`config.mk`:
```
export PLATFORM = sky130hd
export DESIGN_NAME = load_store_unit
export DESIGN_NICKNAME = d
export VERILOG_FILES = /design/src/rtl/mips_mem_pkg.sv /design/src/rtl/lsu_byte_lane.sv /design/src/rtl/load_store_unit.sv
export SDC_FILE = /design/constraint.sdc
export NUM_CORES = 1
export LEC_CHECK = 0
export ABC_AREA = 1
export BUFFER_PORTS_ARGS = -buffer_cell sky130_fd_sc_hd__buf_2
export CORE_MARGIN = 10
export CORE_UTILIZATION = 50
export CTS_CLUSTER_SIZE = 40
export DETAILED_ROUTE_END_ITERATION = 16
export PLACE_DENSITY = 0.87
export SYNTH_ARGS = -nofsm -noshare
export SYNTH_HDL_FRONTEND = slang
export SYNTH_SLANG_ARGS = --single-unit
```
`constraint.sdc`:
```
create_clock -name clk -period 5.2 [get_ports clk]
set_input_delay 1.04 -clock clk [delete_from_list [all_inputs] [get_ports clk]]
set_output_delay 1.04 -clock clk [all_outputs]
set_load 0.005 [all_outputs]
```
`src/rtl/mips_mem_pkg.sv`:
```
// rtl/mips_mem_pkg.sv - shared op codes, LSU state encoding and word width for data_mem-adjacent blocks
package mips_mem_pkg;

  localparam int MEM_WORD = 32;

  localparam logic [2:0] OP_LW  = 3'b000;
  localparam logic [2:0] OP_LH  = 3'b001;
  localparam logic [2:0] OP_LHU = 3'b010;
  localparam logic [2:0] OP_LB  = 3'b011;
  localparam logic [2:0] OP_LBU = 3'b100;
  localparam logic [2:0] OP_SW  = 3'b101;
  localparam logic [2:0] OP_SH  = 3'b110;
  localparam logic [2:0] OP_SB  = 3'b111;

  typedef enum logic [1:0] {
    ST_IDLE   = 2'd0,
    ST_ACCESS = 2'd1,
    ST_WRITE  = 2'd2,
    ST_RESP   = 2'd3
  } lsu_state_e;

  function automatic logic is_store(input logic [2:0] op);
    return (op == OP_SW) || (op == OP_SH) || (op == OP_SB);
  endfunction

  // Word ops need a 4-byte boundary, halfword ops a 2-byte boundary, bytes never fault.
  function automatic logic is_misaligned(input logic [2:0] op, input logic [1:0] off);
    logic r;
    r = 1'b0;
    case (op)
      OP_LW, OP_SW:         r = (off != 2'b00);
      OP_LH, OP_LHU, OP_SH: r = off[0];
      default:              r = 1'b0;
    endcase
    return r;
  endfunction

endpackage

```
`src/rtl/lsu_byte_lane.sv`:
```
// rtl/lsu_byte_lane.sv - big-endian lane extract with sign/zero extension and sub-word store merge
module lsu_byte_lane (
  input  logic [2:0]  op_i,
  input  logic [1:0]  off_i,
  input  logic [31:0] rdata_i,
  input  logic [31:0] wdata_i,
  output logic [31:0] load_data_o,
  output logic [31:0] merged_o
);
  import mips_mem_pkg::*;

  logic [7:0]  byte_sel;
  logic [15:0] half_sel;

  // Pick the addressed lane (offset 0 is the most significant byte) and extend it.
  always_comb begin
    byte_sel = rdata_i[31:24];
    case (off_i)
      2'd0:    byte_sel = rdata_i[31:24];
      2'd1:    byte_sel = rdata_i[23:16];
      2'd2:    byte_sel = rdata_i[15:8];
      default: byte_sel = rdata_i[7:0];
    endcase
    half_sel = off_i[1] ? rdata_i[15:0] : rdata_i[31:16];

    load_data_o = rdata_i;
    case (op_i)
      OP_LH:   load_data_o = {{16{half_sel[15]}}, half_sel};
      OP_LHU:  load_data_o = {16'h0000, half_sel};
      OP_LB:   load_data_o = {{24{byte_sel[7]}}, byte_sel};
      OP_LBU:  load_data_o = {24'h000000, byte_sel};
      default: load_data_o = rdata_i;
    endcase
  end

  // Overlay the right-justified store data onto the addressed lane of the sampled word.
  always_comb begin
    merged_o = rdata_i;
    if (op_i == OP_SB) begin
      case (off_i)
        2'd0:    merged_o[31:24] = wdata_i[7:0];
        2'd1:    merged_o[23:16] = wdata_i[7:0];
        2'd2:    merged_o[15:8]  = wdata_i[7:0];
        default: merged_o[7:0]   = wdata_i[7:0];
      endcase
    end else if (op_i == OP_SH) begin
      if (off_i[1]) merged_o[15:0] = wdata_i[15:0];
      else          merged_o[31:16] = wdata_i[15:0];
    end
  end

endmodule

```
`src/rtl/load_store_unit.sv`:
```
// rtl/load_store_unit.sv - data-memory initiator: word accesses, sub-word read-modify-write, load extension
module load_store_unit #(
  parameter int ADDR_WIDTH = 32,
  parameter int MEM_WORD   = 32
) (
  input  logic                  clk,
  input  logic                  rst_n,
  input  logic                  req_valid,
  output logic                  req_ready,
  input  logic [2:0]            req_op,
  input  logic [ADDR_WIDTH-1:0] req_addr,
  input  logic [MEM_WORD-1:0]   req_wdata,
  output logic                  resp_valid,
  output logic [MEM_WORD-1:0]   resp_data,
  output logic                  resp_err,
  output logic [ADDR_WIDTH-1:0] mem_addr,
  output logic [MEM_WORD-1:0]   mem_w_data,
  output logic                  mem_w_ena,
  input  logic [MEM_WORD-1:0]   mem_r_data
);
  import mips_mem_pkg::*;

  lsu_state_e            state_q, state_d;
  logic [2:0]            op_q, op_d;
  logic [1:0]            off_q, off_d;
  logic [MEM_WORD-1:0]   wdata_q, wdata_d;
  logic [ADDR_WIDTH-1:0] mem_addr_q, mem_addr_d;
  logic [MEM_WORD-1:0]   mem_w_data_q, mem_w_data_d;
  logic [MEM_WORD-1:0]   resp_data_q, resp_data_d;
  logic                  resp_err_q, resp_err_d;

  logic [MEM_WORD-1:0]   lane_load;
  logic [MEM_WORD-1:0]   lane_merged;
  logic                  req_misaligned;

  lsu_byte_lane u_lane (
    .op_i        (op_q),
    .off_i       (off_q),
    .rdata_i     (mem_r_data),
    .wdata_i     (wdata_q),
    .load_data_o (lane_load),
    .merged_o    (lane_merged)
  );

  assign req_misaligned = is_misaligned(req_op, req_addr[1:0]);

  // Handshake flags and write strobe come straight from the state so reset kills them at once.
  assign req_ready  = (state_q == ST_IDLE);
  assign resp_valid = (state_q == ST_RESP);
  assign mem_w_ena  = (state_q == ST_WRITE);
  assign resp_data  = resp_data_q;
  assign resp_err   = resp_err_q;
  assign mem_addr   = mem_addr_q;
  assign mem_w_data = mem_w_data_q;

  // Next-state and datapath decode for the IDLE -> ACCESS/WRITE -> RESP sequence.
  always_comb begin
    state_d      = state_q;
    op_d         = op_q;
    off_d        = off_q;
    wdata_d      = wdata_q;
    mem_addr_d   = mem_addr_q;
    mem_w_data_d = mem_w_data_q;
    resp_data_d  = resp_data_q;
    resp_err_d   = resp_err_q;

    case (state_q)
      ST_IDLE: begin
        if (req_valid) begin
          op_d        = req_op;
          off_d       = req_addr[1:0];
          wdata_d     = req_wdata;
          mem_addr_d  = {2'b00, req_addr[ADDR_WIDTH-1:2]};
          resp_data_d = '0;
          resp_err_d  = req_misaligned;
          if (req_misaligned) begin
            state_d = ST_RESP;
          end else if (req_op == OP_SW) begin
            mem_w_data_d = req_wdata;
            state_d      = ST_WRITE;
          end else begin
            state_d = ST_ACCESS;
          end
        end
      end
      ST_ACCESS: begin
        if (is_store(op_q)) begin
          mem_w_data_d = lane_merged;
          state_d      = ST_WRITE;
        end else begin
          resp_data_d = lane_load;
          state_d     = ST_RESP;
        end
      end
      ST_WRITE: state_d = ST_RESP;
      default:  state_d = ST_IDLE;
    endcase
  end

  // State and datapath registers; reset abandons any in-flight operation.
  always_ff @(posedge clk or negedge rst_n) begin
    if (!rst_n) begin
      state_q      <= ST_IDLE;
      op_q         <= OP_LW;
      off_q        <= 2'b00;
      wdata_q      <= '0;
      mem_addr_q   <= '0;
      mem_w_data_q <= '0;
      resp_data_q  <= '0;
      resp_err_q   <= 1'b0;
    end else begin
      state_q      <= state_d;
      op_q         <= op_d;
      off_q        <= off_d;
      wdata_q      <= wdata_d;
      mem_addr_q   <= mem_addr_d;
      mem_w_data_q <= mem_w_data_d;
      resp_data_q  <= resp_data_d;
      resp_err_q   <= resp_err_d;
    end
  end

endmodule

```
==> results of run 1 <==
==> worst max-delay path, cell delays in order, from the launching register on <==
cell and delay [ns]:
sky130_fd_sc_hd__dfrtp_1 0.41, sky130_fd_sc_hd__inv_1 0.09, sky130_fd_sc_hd__ha_1 0.97, sky130_fd_sc_hd__inv_2 0.56, sky130_fd_sc_hd__o21ai_2 1.12, sky130_fd_sc_hd__nand2_1 0.15, sky130_fd_sc_hd__nand2_1 0.12
==> cell type report <==
cell class | instances | share of cell area, %
repair buffers | 206 | 11.6
well taps | 184 | 2.53
inverters | 111 | 4.61
multi-input cells | 861 | 41.5
flip-flops and latches | 118 | 32.5
clock inverters | 12 | 2.20
diodes | 2 | 0.0550
clock buffers | 20 | 5.02
==> cells in the final DEF (no fill, tap or decap), types with 4 or more instances in the layout <==
master	n
sky130_fd_sc_hd__ha_1	4
sky130_fd_sc_hd__nand3_1	123
sky130_fd_sc_hd__inv_1	104
sky130_fd_sc_hd__o21ai_0	34
sky130_fd_sc_hd__nand2_1	592
sky130_fd_sc_hd__bufinv_16	5
sky130_fd_sc_hd__o221ai_1	7
sky130_fd_sc_hd__clkbuf_16	17
sky130_fd_sc_hd__o21ai_2	12
sky130_fd_sc_hd__buf_2	198
sky130_fd_sc_hd__nand4_1	33
sky130_fd_sc_hd__inv_2	6
sky130_fd_sc_hd__buf_4	8
sky130_fd_sc_hd__a21oi_1	10
sky130_fd_sc_hd__o21ai_1	4
sky130_fd_sc_hd__nor2_1	19
sky130_fd_sc_hd__dfrtp_1	118
==> logic make-up after synthesis <==
kind of cell | count (synthesis)
AO/OA/AOI/OAI | 71
other | 1
buffers and inverters | 183
flip-flops | 118
adder cells (fa/ha/maj) | 4
AND/OR/NAND/NOR | 784
==> through the flow <==
stage          util, %  worst slack, ns  cell area (um^2)  std cells  hold slack [ns]
2_1_floorplan        -             3.18              7500       1162            0.471
3_3_place_gp      57.8             1.92              8430       1480            0.458
3_5_place_dp      57.8             1.76              8430       1480            0.460
4_1_cts           62.3             1.73              9090       1512            0.476
5_1_grt           62.3             1.30              9090       1513            0.489
6_report          62.3             1.69              9090       1514            0.472
==> metal layers <==
layer	global-route usage [%]	wire length, um	vias up
met3	7.74	2630	68
li1	-	-	3924
met4	8.89	749	0
met1	28.6	9690	3691
met2	36.7	11000	435
met5	0	0	-
==> sequential cells by signal, summed over array words and instances, names as in the netlist <==
name	cells
mem_w_data	32
mem_addr	30
wdata_q	16
off_q	2
resp_err	1
op_q	3
state_q	2
resp_data	32
==> power by group through the flow <==
stage,Clock (W),Combinational (W),Sequential [W]
finish,0.00129,0.00297,0.00172
global route,0.00136,0.00339,0.00176
CTS,0.00131,0.00297,0.00170
detailed placement,0,0.00296,0.00170
global placement,0,0.00287,0.00170
floorplan,0,0.00219,0.00162
==> worst paths after layout <==
kind,startpoint,endpoint,slack [ns],cells after the start
max,state_q[1],resp_data[4],1.69,6
min,mem_w_data[24],mem_w_data[24],0.47,2
max reg2reg,state_q[1],resp_data[4],1.69,6
min reg2reg,mem_w_data[24],mem_w_data[24],0.47,2
max in group asynchronous,rst_n,mem_addr[1],3.72,2
min in group asynchronous,rst_n,resp_data[28],0.58,1
==> out/qor_table.md, run 1 <==
| Metric | Value | Unit |
|:---|:---|:---|
| Run status | finished clean | - |
| CTS H-Tree Depth | 4 | - |
| Initial antenna violation count | 2 | - |
| First DRT Iteration DRCs | 843 | - |
| Count of pins on the block boundary | 202 | - |
| Final period util | 67.5 | % |
| Leakage power summed over all cells | 5.60 | nW |
| Slew at the pin closest to its max-slew limit | 1.29 | ns |
| Post-synthesis to final-layout area growth | 21.3 | % |
| GRT Resource Usage Total | 23.2 | % |
| Peak supply drop | 0.322 | mV |
| Initial Util | 51.4 | % |
| Nature of the critical path startpoint | flop | - |
| Combined flip-flop and latch cell area | 2950 | um^2 |
| Portion of the post-synthesis area used by sequential elements | 39.4 | % |
| Post-synthesis share of cell area spent on and, or, nand and nor gates | 43.6 | % |
| Final Total Pwr | 0.00598 | W |
| Data arrival, critical path | 3.87 | ns |
| CP Class | reg -> reg | - |
| Proportion of total power due to net switching | 46.2 | % |
| Die area | 20300 | um^2 |
| Final Hold Vio Count | 0 | - |
| Unique cell type count in the Yosys netlist | 33 | - |
| Postcts setup bufs | 0 | - |
| Post-synth top flop | sky130_fd_sc_hd__dfrtp_1 | - |
| Wirelength, routed | 24100 | um |
| Clock buffers created by TritonCTS | 17 | - |
| Largest family of logic cells by synthesized area | simple AND/OR/NAND/NOR gates | - |
| Global-route wire length before repair | 38600 | um |
| Cells after Synth | 1161 | - |
| Final-stage net count | 1421 | - |
| Seq pwr share | 28.7 | % |
| Largest fanout on the critical path | 34 | - |
| Post-synth design cell area | 7500 | um^2 |
| FMAX | 285 | MHz |
| Number of vias in the routed layout | 8118 | - |
| Final setup violating endpoints | 0 | - |
| RSZ-0062 raised after global routing | false | - |
| Number of enable flip-flop cells after synthesis | 0 | - |
| DR DRC count | 0 | - |
| Number of hold buffers added after CTS | 0 | - |
| Adder-cell area share of the yosys netlist | 0.668 | % |
| Setup Total Neg Slack | 0 | ns |
| Clock tree from TritonCTS | done | - |
| Worst-case clock buffer depth | 2 | - |
| Area occupied by multi-input gates | 3780 | um^2 |
| Number of placement rows | 44 | - |
| Post-synth ARST share | 100 | % |
| ANT nets after route | 0 | - |
| Number of synthesized register bits | 118 | - |
| Clock share of power | 21.6 | % |
| Required time at the worst-slack endpoint | 5.55 | ns |
| Global placement routability congestion | 0.912 | - |
| Detailed-route wire length per cell | 15.9 | um |
| Synth top cells by count | sky130_fd_sc_hd__nand2_1, sky130_fd_sc_hd__nand3_1, sky130_fd_sc_hd__dfrtp_1, sky130_fd_sc_hd__inv_1, sky130_fd_sc_hd__o21ai_0 | - |
| Post-synth top area share | 39.4 | % |
| Final number of max-transition violations | 0 | - |
| P_sw | 0.00277 | W |
| Clock latency of the later-clocked register in the worst-skew pair | 0.42 | ns |
| Xor-xnor portion of the synthesized cell area | 0 | % |
| Kind of capture point of the worst setup path | flop | - |
| Number of search-and-repair iterations in the first detailed-routing pass | 7 | - |
| Register clock-pin slew on the reported worst setup and hold paths | 0.06 | ns |
| Number of buffer cells added on primary ports | 199 | - |
| Core ar. | 14600 | um^2 |
| Comb pwr share | 49.7 | % |
| Post-cts gate resize count | 0 | - |
| Total of fill cells in the finished design | 1339 | - |
| Remaining max-slew budget at the tightest pin | 13.8 | % |
| Count leader, synth | sky130_fd_sc_hd__nand2_1 | - |
| Clk root buf | sky130_fd_sc_hd__clkbuf_16 | - |
| Leading post-synthesis cells by cell area | sky130_fd_sc_hd__dfrtp_1, sky130_fd_sc_hd__nand2_1, sky130_fd_sc_hd__nand3_1 | - |
| Worst Hold Class | reg -> reg | - |
| Number of max-cap violations | 0 | - |
| Synth Area in Compound Gates | 5.93 | % |
| Proportion of synthesized area in mux cells | 0 | % |
| Sum of net half-perimeters after detailed placement | 17300 | um |
| Width of the die | 142 | um |
| Power density relative to cell area | 658 | nW/um^2 |
| Number of global-route vias before repair | 7658 | - |
| Sink Count | 118 | - |
| Number of vias per cell | 5.36 | - |
| Grt ovf | 0 | - |
| Count of warnings emitted by yosys | 0 | - |
| Synth Area per Inst | 6.46 | um^2 |
| Minimum period implied by the final worst setup slack | 3.51 | ns |
| Largest clock skew in the final design | 0.0114 | ns |
| Int Power | 0.00322 | W |
| Die Ht | 142 | um |
| Share of layout cells above drive strength 1 | 20.5 | % |
| Maximum number of pins on one net before global-route repair | 60 | - |
| Cell taking the most area after synthesis | sky130_fd_sc_hd__dfrtp_1 | - |
Note: power is estimated with default switching activity, not from simulation.
==> run 2: changes to the inputs <==
--- a/config.mk
+++ b/config.mk
@@ -8,7 +8,7 @@
 export ABC_AREA = 1
 export BUFFER_PORTS_ARGS = -buffer_cell sky130_fd_sc_hd__buf_2
 export CORE_MARGIN = 10
-export CORE_UTILIZATION = 50
+export CORE_UTILIZATION = 48
 export CTS_CLUSTER_SIZE = 40
 export DETAILED_ROUTE_END_ITERATION = 16
 export PLACE_DENSITY = 0.87
==> constraint.sdc (replaced) <==
create_clock -name clk -period 2.8 [get_ports clk]
set_input_delay 0.56 -clock clk [delete_from_list [all_inputs] [get_ports clk]]
set_output_delay 0.56 -clock clk [all_outputs]
set_load 0.005 [all_outputs]
==> run 2 against run 1 <==
Count of clock-buffer cells in the layout unchanged. Sequential share of layout area about the same. Critical path type unchanged. Via count up 0.92%.
==> out/qor_table.md, run 2 (synthesized netlist as in run 1, its figures left out) <==
| Metric | Value | Unit |
|:---|:---|:---|
| Number of global-route vias before repair | 7842 | - |
| FMAX | 392 | MHz |
| Global placement routability congestion | 0.987 | - |
| Clock latency of the later-clocked register in the worst-skew pair | 0.42 | ns |
| Largest clock skew in the final design | 0.00976 | ns |
| Worst-case clock buffer depth | 2 | - |
| Slew at the pin closest to its max-slew limit | 1.31 | ns |
| Core ar. | 15300 | um^2 |
| P_sw | 0.00521 | W |
| Leading cell types in the layout, fill and taps excluded | sky130_fd_sc_hd__nand2_1, sky130_fd_sc_hd__buf_2, sky130_fd_sc_hd__nand3_1 | - |
| Nature of the critical path startpoint | flop | - |
| Proportion of total power due to net switching | 47.8 | % |
| Die area | 21000 | um^2 |
| Most common cell after layout, fill and taps aside | sky130_fd_sc_hd__nand2_1 | - |
| Largest fanout on the critical path | 32 | - |
| Clk root buf | sky130_fd_sc_hd__clkbuf_16 | - |
| Detailed-route wire length per cell | 16.2 | um |
| Leakage power summed over all cells | 5.60 | nW |
| Maximum number of pins on one net before global-route repair | 119 | - |
| Number of buffer cells added on primary ports | 199 | - |
| Int Power | 0.00569 | W |
| RSZ-0062 raised after global routing | false | - |
| Run status | finished clean | - |
| Final-stage net count | 1431 | - |
| Initial antenna violation count | 2 | - |
| Post-synthesis to final-layout area growth | 21.4 | % |
| Data arrival, critical path | 2.90 | ns |
| Worst hold slack | 0.219 | ns |
| Total instance count after detailed placement | 1517 | - |
| Remaining max-slew budget at the tightest pin | 12.4 | % |
| Width of the die | 145 | um |
| Number of hold buffers added after CTS | 0 | - |
| Final period util | 91.2 | % |
| Postcts setup bufs | 0 | - |
| Power density relative to cell area | 1200 | nW/um^2 |
| Worst Hold Class | in -> async | - |
| Setup Total Neg Slack | 0 | ns |
| Die Ht | 145 | um |
| First DRT Iteration DRCs | 891 | - |
| Sink Count | 118 | - |
| Post-cts gate resize count | 0 | - |
| Final number of max-transition violations | 0 | - |
| Count of pins on the block boundary | 202 | - |
| Wirelength, routed | 25000 | um |
| Seq pwr share | 28.7 | % |
| Final Hold Vio Count | 0 | - |
| Minimum period implied by the final worst setup slack | 2.55 | ns |
| Sum of net half-perimeters after detailed placement | 18000 | um |
| Clock share of power | 18.8 | % |
| Initial Util | 49.1 | % |
| DR DRC count | 0 | - |
| Share of layout cells above drive strength 1 | 21.0 | % |
| CP Class | reg -> reg | - |
| Non-Filler Instances | 1547 | - |
| Number of vias in the routed layout | 8193 | - |
| Number of search-and-repair iterations in the first detailed-routing pass | 5 | - |
| Number of vias per cell | 5.30 | - |
| Required time at the worst-slack endpoint | 3.15 | ns |
| Combined flip-flop and latch cell area | 2950 | um^2 |
| Peak supply drop | 0.637 | mV |
| Area occupied by multi-input gates | 3780 | um^2 |
| CTS H-Tree Depth | 4 | - |
| Number of placement rows | 45 | - |
| Global-route wire length before repair | 40800 | um |
| Register clock-pin slew on the reported worst setup and hold paths | 0.05 | ns |
| Reg2Reg Setup Slack | 0.25 | ns |
| Final setup violating endpoints | 0 | - |
| Comb pwr share | 52.6 | % |
| Number of max-cap violations | 0 | - |
| Grt ovf | 0 | - |
| Kind of capture point of the worst setup path | flop | - |
| ANT nets after route | 0 | - |
| GRT Resource Usage Total | 23.3 | % |
| Clock buffers created by TritonCTS | 17 | - |
| Clock tree from TritonCTS | done | - |
| Total of fill cells in the finished design | 1449 | - |
run 2: cell types whose count changed in the layout (fill, tap and decap cells not counted):
cell,before,now
sky130_fd_sc_hd__clkbuf_8,2,3
sky130_fd_sc_hd__buf_4,8,17
sky130_fd_sc_hd__clkinv_4,2,0
sky130_fd_sc_hd__clkbuf_1,1,0
sky130_fd_sc_hd__diode_2,2,1
sky130_fd_sc_hd__clkinv_2,2,4
sky130_fd_sc_hd__clkinvlp_4,3,4
sky130_fd_sc_hd__bufinv_16,5,1
sky130_fd_sc_hd__buf_12,0,1
run 2: per-stage QoR:
stage               power (W)  worst slack, ns  utilization [%]  instance area, um^2
CTS                    0.0109            0.290             59.6                 9100
detailed placement    0.00882            0.298             56.0                 8550
floorplan             0.00707             1.07                -                 7500
finish                 0.0109            0.246             59.6                 9100
global placement      0.00868            0.428             56.0                 8550
global route           0.0119           0.0185             59.6                 9100
run 2: worst paths after layout:
check,to,cells past startpoint,startpoint
hold / removal,resp_data[28],2,rst_n
setup reg to reg,resp_data[15],9,state_q[0]
hold reg to reg,mem_addr[29],2,mem_addr[29]
setup / recovery,resp_data[15],9,state_q[0]
min in group clk,mem_addr[19],3,req_addr[21]
max in group asynchronous,mem_addr[12],2,rst_n
run 2: power by group through the flow:
stage	combinational (W)	clock [W]	sequential (W)
floorplan	0.00406	0	0.00301
global placement	0.00558	0	0.00310
detailed placement	0.00571	0	0.00311
CTS	0.00574	0.00208	0.00311
global route	0.00654	0.00216	0.00322
finish	0.00573	0.00204	0.00312
run 2: layout make-up:
class                      count  share of cell area, %
antenna                        1                 0.0275
clock inverter                 9                  0.880
inverter                     111                   4.61
clock buffer                  20                   5.13
timing repair buffer         216                   12.5
multi-input combinational    861                   41.5
tap                          211                   2.90
sequential                   118                   32.4
run 2: metal layers:
| metal | vias up | global-route usage, % | share of wire (%) |
|---|---|---|---|
| li1 | 3943 | - | - |
| met1 | 3775 | 29.1 | 41 |
| met5 | - | 0 | 0.072 |
| met4 | 2 | 9.24 | 2.9 |
| met2 | 424 | 36.7 | 47 |
| met3 | 49 | 7.48 | 9.9 |
run 2: worst max-delay path, cell delays in order, from the launching register on:
cell                      delay, ns
sky130_fd_sc_hd__dfrtp_1       0.39
sky130_fd_sc_hd__inv_1         0.09
sky130_fd_sc_hd__ha_1          0.31
sky130_fd_sc_hd__inv_1         0.13
sky130_fd_sc_hd__nor2_1        0.09
sky130_fd_sc_hd__nor2_2        0.97
sky130_fd_sc_hd__o21ai_0       0.25
sky130_fd_sc_hd__inv_1         0.11
sky130_fd_sc_hd__nand2_1       0.06
sky130_fd_sc_hd__nand2_1       0.07
==> run 3: changes to the inputs <==
--- a/config.mk
+++ b/config.mk
@@ -8,7 +8,8 @@
 export ABC_AREA = 1
 export BUFFER_PORTS_ARGS = -buffer_cell sky130_fd_sc_hd__buf_2
 export CORE_MARGIN = 10
-export CORE_UTILIZATION = 48
+export CORE_UTILIZATION = 50
+export CTS_BUF_LIST = sky130_fd_sc_hd__clkbuf_4 sky130_fd_sc_hd__clkbuf_8
 export CTS_CLUSTER_SIZE = 40
 export DETAILED_ROUTE_END_ITERATION = 16
 export PLACE_DENSITY = 0.87
==> constraint.sdc (replaced) <==
create_clock -name clk -period 2.55 [get_ports clk]
set_input_delay 0.51 -clock clk [delete_from_list [all_inputs] [get_ports clk]]
set_output_delay 0.51 -clock clk [all_outputs]
set_load 0.005 [all_outputs]
==> run 3 against run 2 <==
Die area fell by 3.5%. Maximum frequency rose by 12%. Global-route usage rose by 0.61 points. Sequential power rose by 9.6%. Non-clock buffer count rose by 3. Critical path depth fell by 1. Final cell count fell by 1.1%. First-iteration DRC count rose by 4.3%. Worst hold slack got worse by 0.18 ns. Critical path type unchanged.
==> out/qor_table.md, run 3 (synthesized netlist as in run 1, its figures left out) <==
| Metric | Value | Unit |
|:---|:---|:---|
| Largest clock skew in the final design | 0.0101 | ns |
| Run status | finished clean | - |
| CP Class | reg -> reg | - |
| Reg2Reg Setup Slack | 0.28 | ns |
| Sink Count | 118 | - |
| Count of pins on the block boundary | 202 | - |
| Leakage power summed over all cells | 5.59 | nW |
| Crit-path max cell delay | 0.63 | ns |
| Wire length on met1 | 9900 | um |
| Global-route wire length before repair | 39800 | um |
| Postcts setup bufs | 0 | - |
| Worst reg2reg endpoint | mem_w_data[5] | - |
| Final Hold Vio Count | 0 | - |
| Die Ht | 142 | um |
| Kind of capture point of the worst setup path | flop | - |
| Maximum number of pins on one net before global-route repair | 50 | - |
| Met2 WL post-DR | 11200 | um |
| Power density relative to cell area | 1300 | nW/um^2 |
| GRT Resource Usage Total | 23.9 | % |
| Max layer used | met4 | - |
| Initial antenna violation count | 4 | - |
| Register clock-pin slew on the reported worst setup and hold paths | 0.07 | ns |
| Number of max-cap violations | 0 | - |
| First DRT Iteration DRCs | 929 | - |
| Number of search-and-repair iterations in the first detailed-routing pass | 5 | - |
| Slew at the pin closest to its max-slew limit | 0.717 | ns |
| Final setup violating endpoints | 0 | - |
| Number of hold buffers added after CTS | 0 | - |
| Wirelength, routed | 24500 | um |
| Clock latency of the later-clocked register in the worst-skew pair | 0.46 | ns |
| Worst path cell trace | buf_4, nand4_1, nand2_1, nand3_1, nand2_1, nand2_1, nand3_1, nand2_1 | - |
| DR DRC count | 0 | - |
| Data arrival, critical path | 2.62 | ns |
| Global placement routability congestion | 0.985 | - |
| ANT nets after route | 0 | - |
| Minimum period implied by the final worst setup slack | 2.27 | ns |
| Number of vias per cell | 5.35 | - |
| Post-cts gate resize count | 1 | - |
| Required time at the worst-slack endpoint | 2.90 | ns |
| Depth of the most critical reg-to-reg path | 8 | - |
| Crit-path most repeated cell | sky130_fd_sc_hd__nand2_1 | - |
| DR WL met3 | 2560 | um |
| Worst-case clock buffer depth | 2 | - |
| Initial Util | 51.4 | % |
| Final number of max-transition violations | 0 | - |
| Width of the die | 142 | um |
| Leading cell types in the layout, fill and taps excluded | sky130_fd_sc_hd__nand2_1, sky130_fd_sc_hd__buf_2, sky130_fd_sc_hd__nand3_1 | - |
| Grt ovf | 0 | - |
| Most common cell after layout, fill and taps aside | sky130_fd_sc_hd__nand2_1 | - |
| Number of placement rows | 44 | - |
| Number of vias in the routed layout | 8180 | - |
| Cell family with most CP delay | simple AND/OR/NAND/NOR gates | - |
| Final Total Pwr | 0.0117 | W |
| Number of global-route vias before repair | 7921 | - |
| Final-stage net count | 1434 | - |
| Placement Setup Slack | 0.0300 | ns |
| Area after detailed placement | 8550 | um^2 |
| Design Area, Final | 9030 | um^2 |
| Final worst setup slack | 0.277 | ns |
| Sum of net half-perimeters after detailed placement | 18000 | um |
| Setup Total Neg Slack | 0 | ns |
| Peak supply drop | 0.734 | mV |
| CTS H-Tree Depth | 4 | - |
| Buffering stage count on the worst path with inverters included | 1 | - |
| Die area | 20300 | um^2 |
| RSZ-0062 raised after global routing | false | - |
| Instance count on the critical path | 8 | - |
| Reg-to-reg critical path startpoint | op_q[2] | - |
| Clock buffers created by TritonCTS | 17 | - |
| Core ar. | 14600 | um^2 |
| Worst Hold Class | in -> async | - |
| Nature of the critical path startpoint | flop | - |
| Detailed-route wire length per cell | 16.0 | um |
| Number of buffer cells added on primary ports | 199 | - |
| Final Core Density | 61.9 | % |
| Post-synthesis to final-layout area growth | 20.5 | % |
| FMAX | 440 | MHz |
| Clock tree from TritonCTS | done | - |
| Share of layout cells above drive strength 1 | 21.3 | % |
| Final period util | 89.1 | % |
| Largest fanout on the critical path | 35 | - |
| Clk root buf | sky130_fd_sc_hd__clkbuf_8 | - |
| Worst path slowest cell | sky130_fd_sc_hd__nand4_1 | - |
| Remaining max-slew budget at the tightest pin | 52.1 | % |
-- run 3: cell types whose count changed in the layout (fill, tap and decap cells not counted), moves of 2 or more --
cell / before / now
sky130_fd_sc_hd__buf_4: 17 / 19
sky130_fd_sc_hd__bufinv_16: 1 / 5
sky130_fd_sc_hd__clkinv_2: 4 / 2
sky130_fd_sc_hd__clkbuf_16: 17 / 0
sky130_fd_sc_hd__clkbuf_4: 0 / 2
sky130_fd_sc_hd__clkbuf_8: 3 / 18
sky130_fd_sc_hd__diode_2: 1 / 5
-- run 3: area by class of cell --
type	instances	area (um^2)
Multi-Input combinational cell	861	3780
Sequential cell	118	2950
Fill cell	1400	5560
Clock buffer	20	263
Inverter	111	419
Antenna cell	5	12.5
Clock inverter	12	200
Timing Repair Buffer	219	1170
Tap cell	184	230
-- run 3: metal layers --
metal  track usage [%]  vias up
met1              29.2     3730
met4              10.6        0
met2              37.7      414
li1                  -     3967
met3              7.71       69
met5                 0        -
-- run 3: worst reg2reg max path, cell delays in order (launching register included) --
cell	delay, ns
sky130_fd_sc_hd__dfrtp_1	0.48
sky130_fd_sc_hd__buf_4	0.41
sky130_fd_sc_hd__nand4_1	0.64
sky130_fd_sc_hd__nand2_1	0.21
sky130_fd_sc_hd__nand3_1	0.09
sky130_fd_sc_hd__nand2_1	0.10
sky130_fd_sc_hd__nand2_1	0.08
sky130_fd_sc_hd__nand3_1	0.10
sky130_fd_sc_hd__nand2_1	0.06
-- run 3: how the worst max path moves through the flow --
stage / start / endpoint / slack (ns)
2_1_floorplan: state_q[0] / resp_data[28] / 0.82
3_3_place_gp: state_q[0] / resp_data[31] / 0.20
3_5_place_dp: state_q[0] / resp_data[14] / 0.03
4_1_cts: op_q[2] / mem_w_data[5] / 0.31
5_1_grt: op_q[2] / mem_w_data[9] / 0.12
6_report: op_q[2] / mem_w_data[5] / 0.28
-- run 3: stage by stage --
step | hold slack [ns] | std cells
floorplan | 0.214 | 1162
global placement | 0.458 | 1493
detailed placement | 0.460 | 1493
CTS | 0.0441 | 1525
global route | 0.0582 | 1526
finish | 0.0376 | 1530
-- run 3: report_power, final --
| group | switching, W | total (W) | internal (W) |
|---|---|---|---|
| combinational | 0.00414 | 0.00629 | 0.00215 |
| sequential | 0.000698 | 0.00342 | 0.00272 |
| clock | 0.000797 | 0.00201 | 0.00121 |
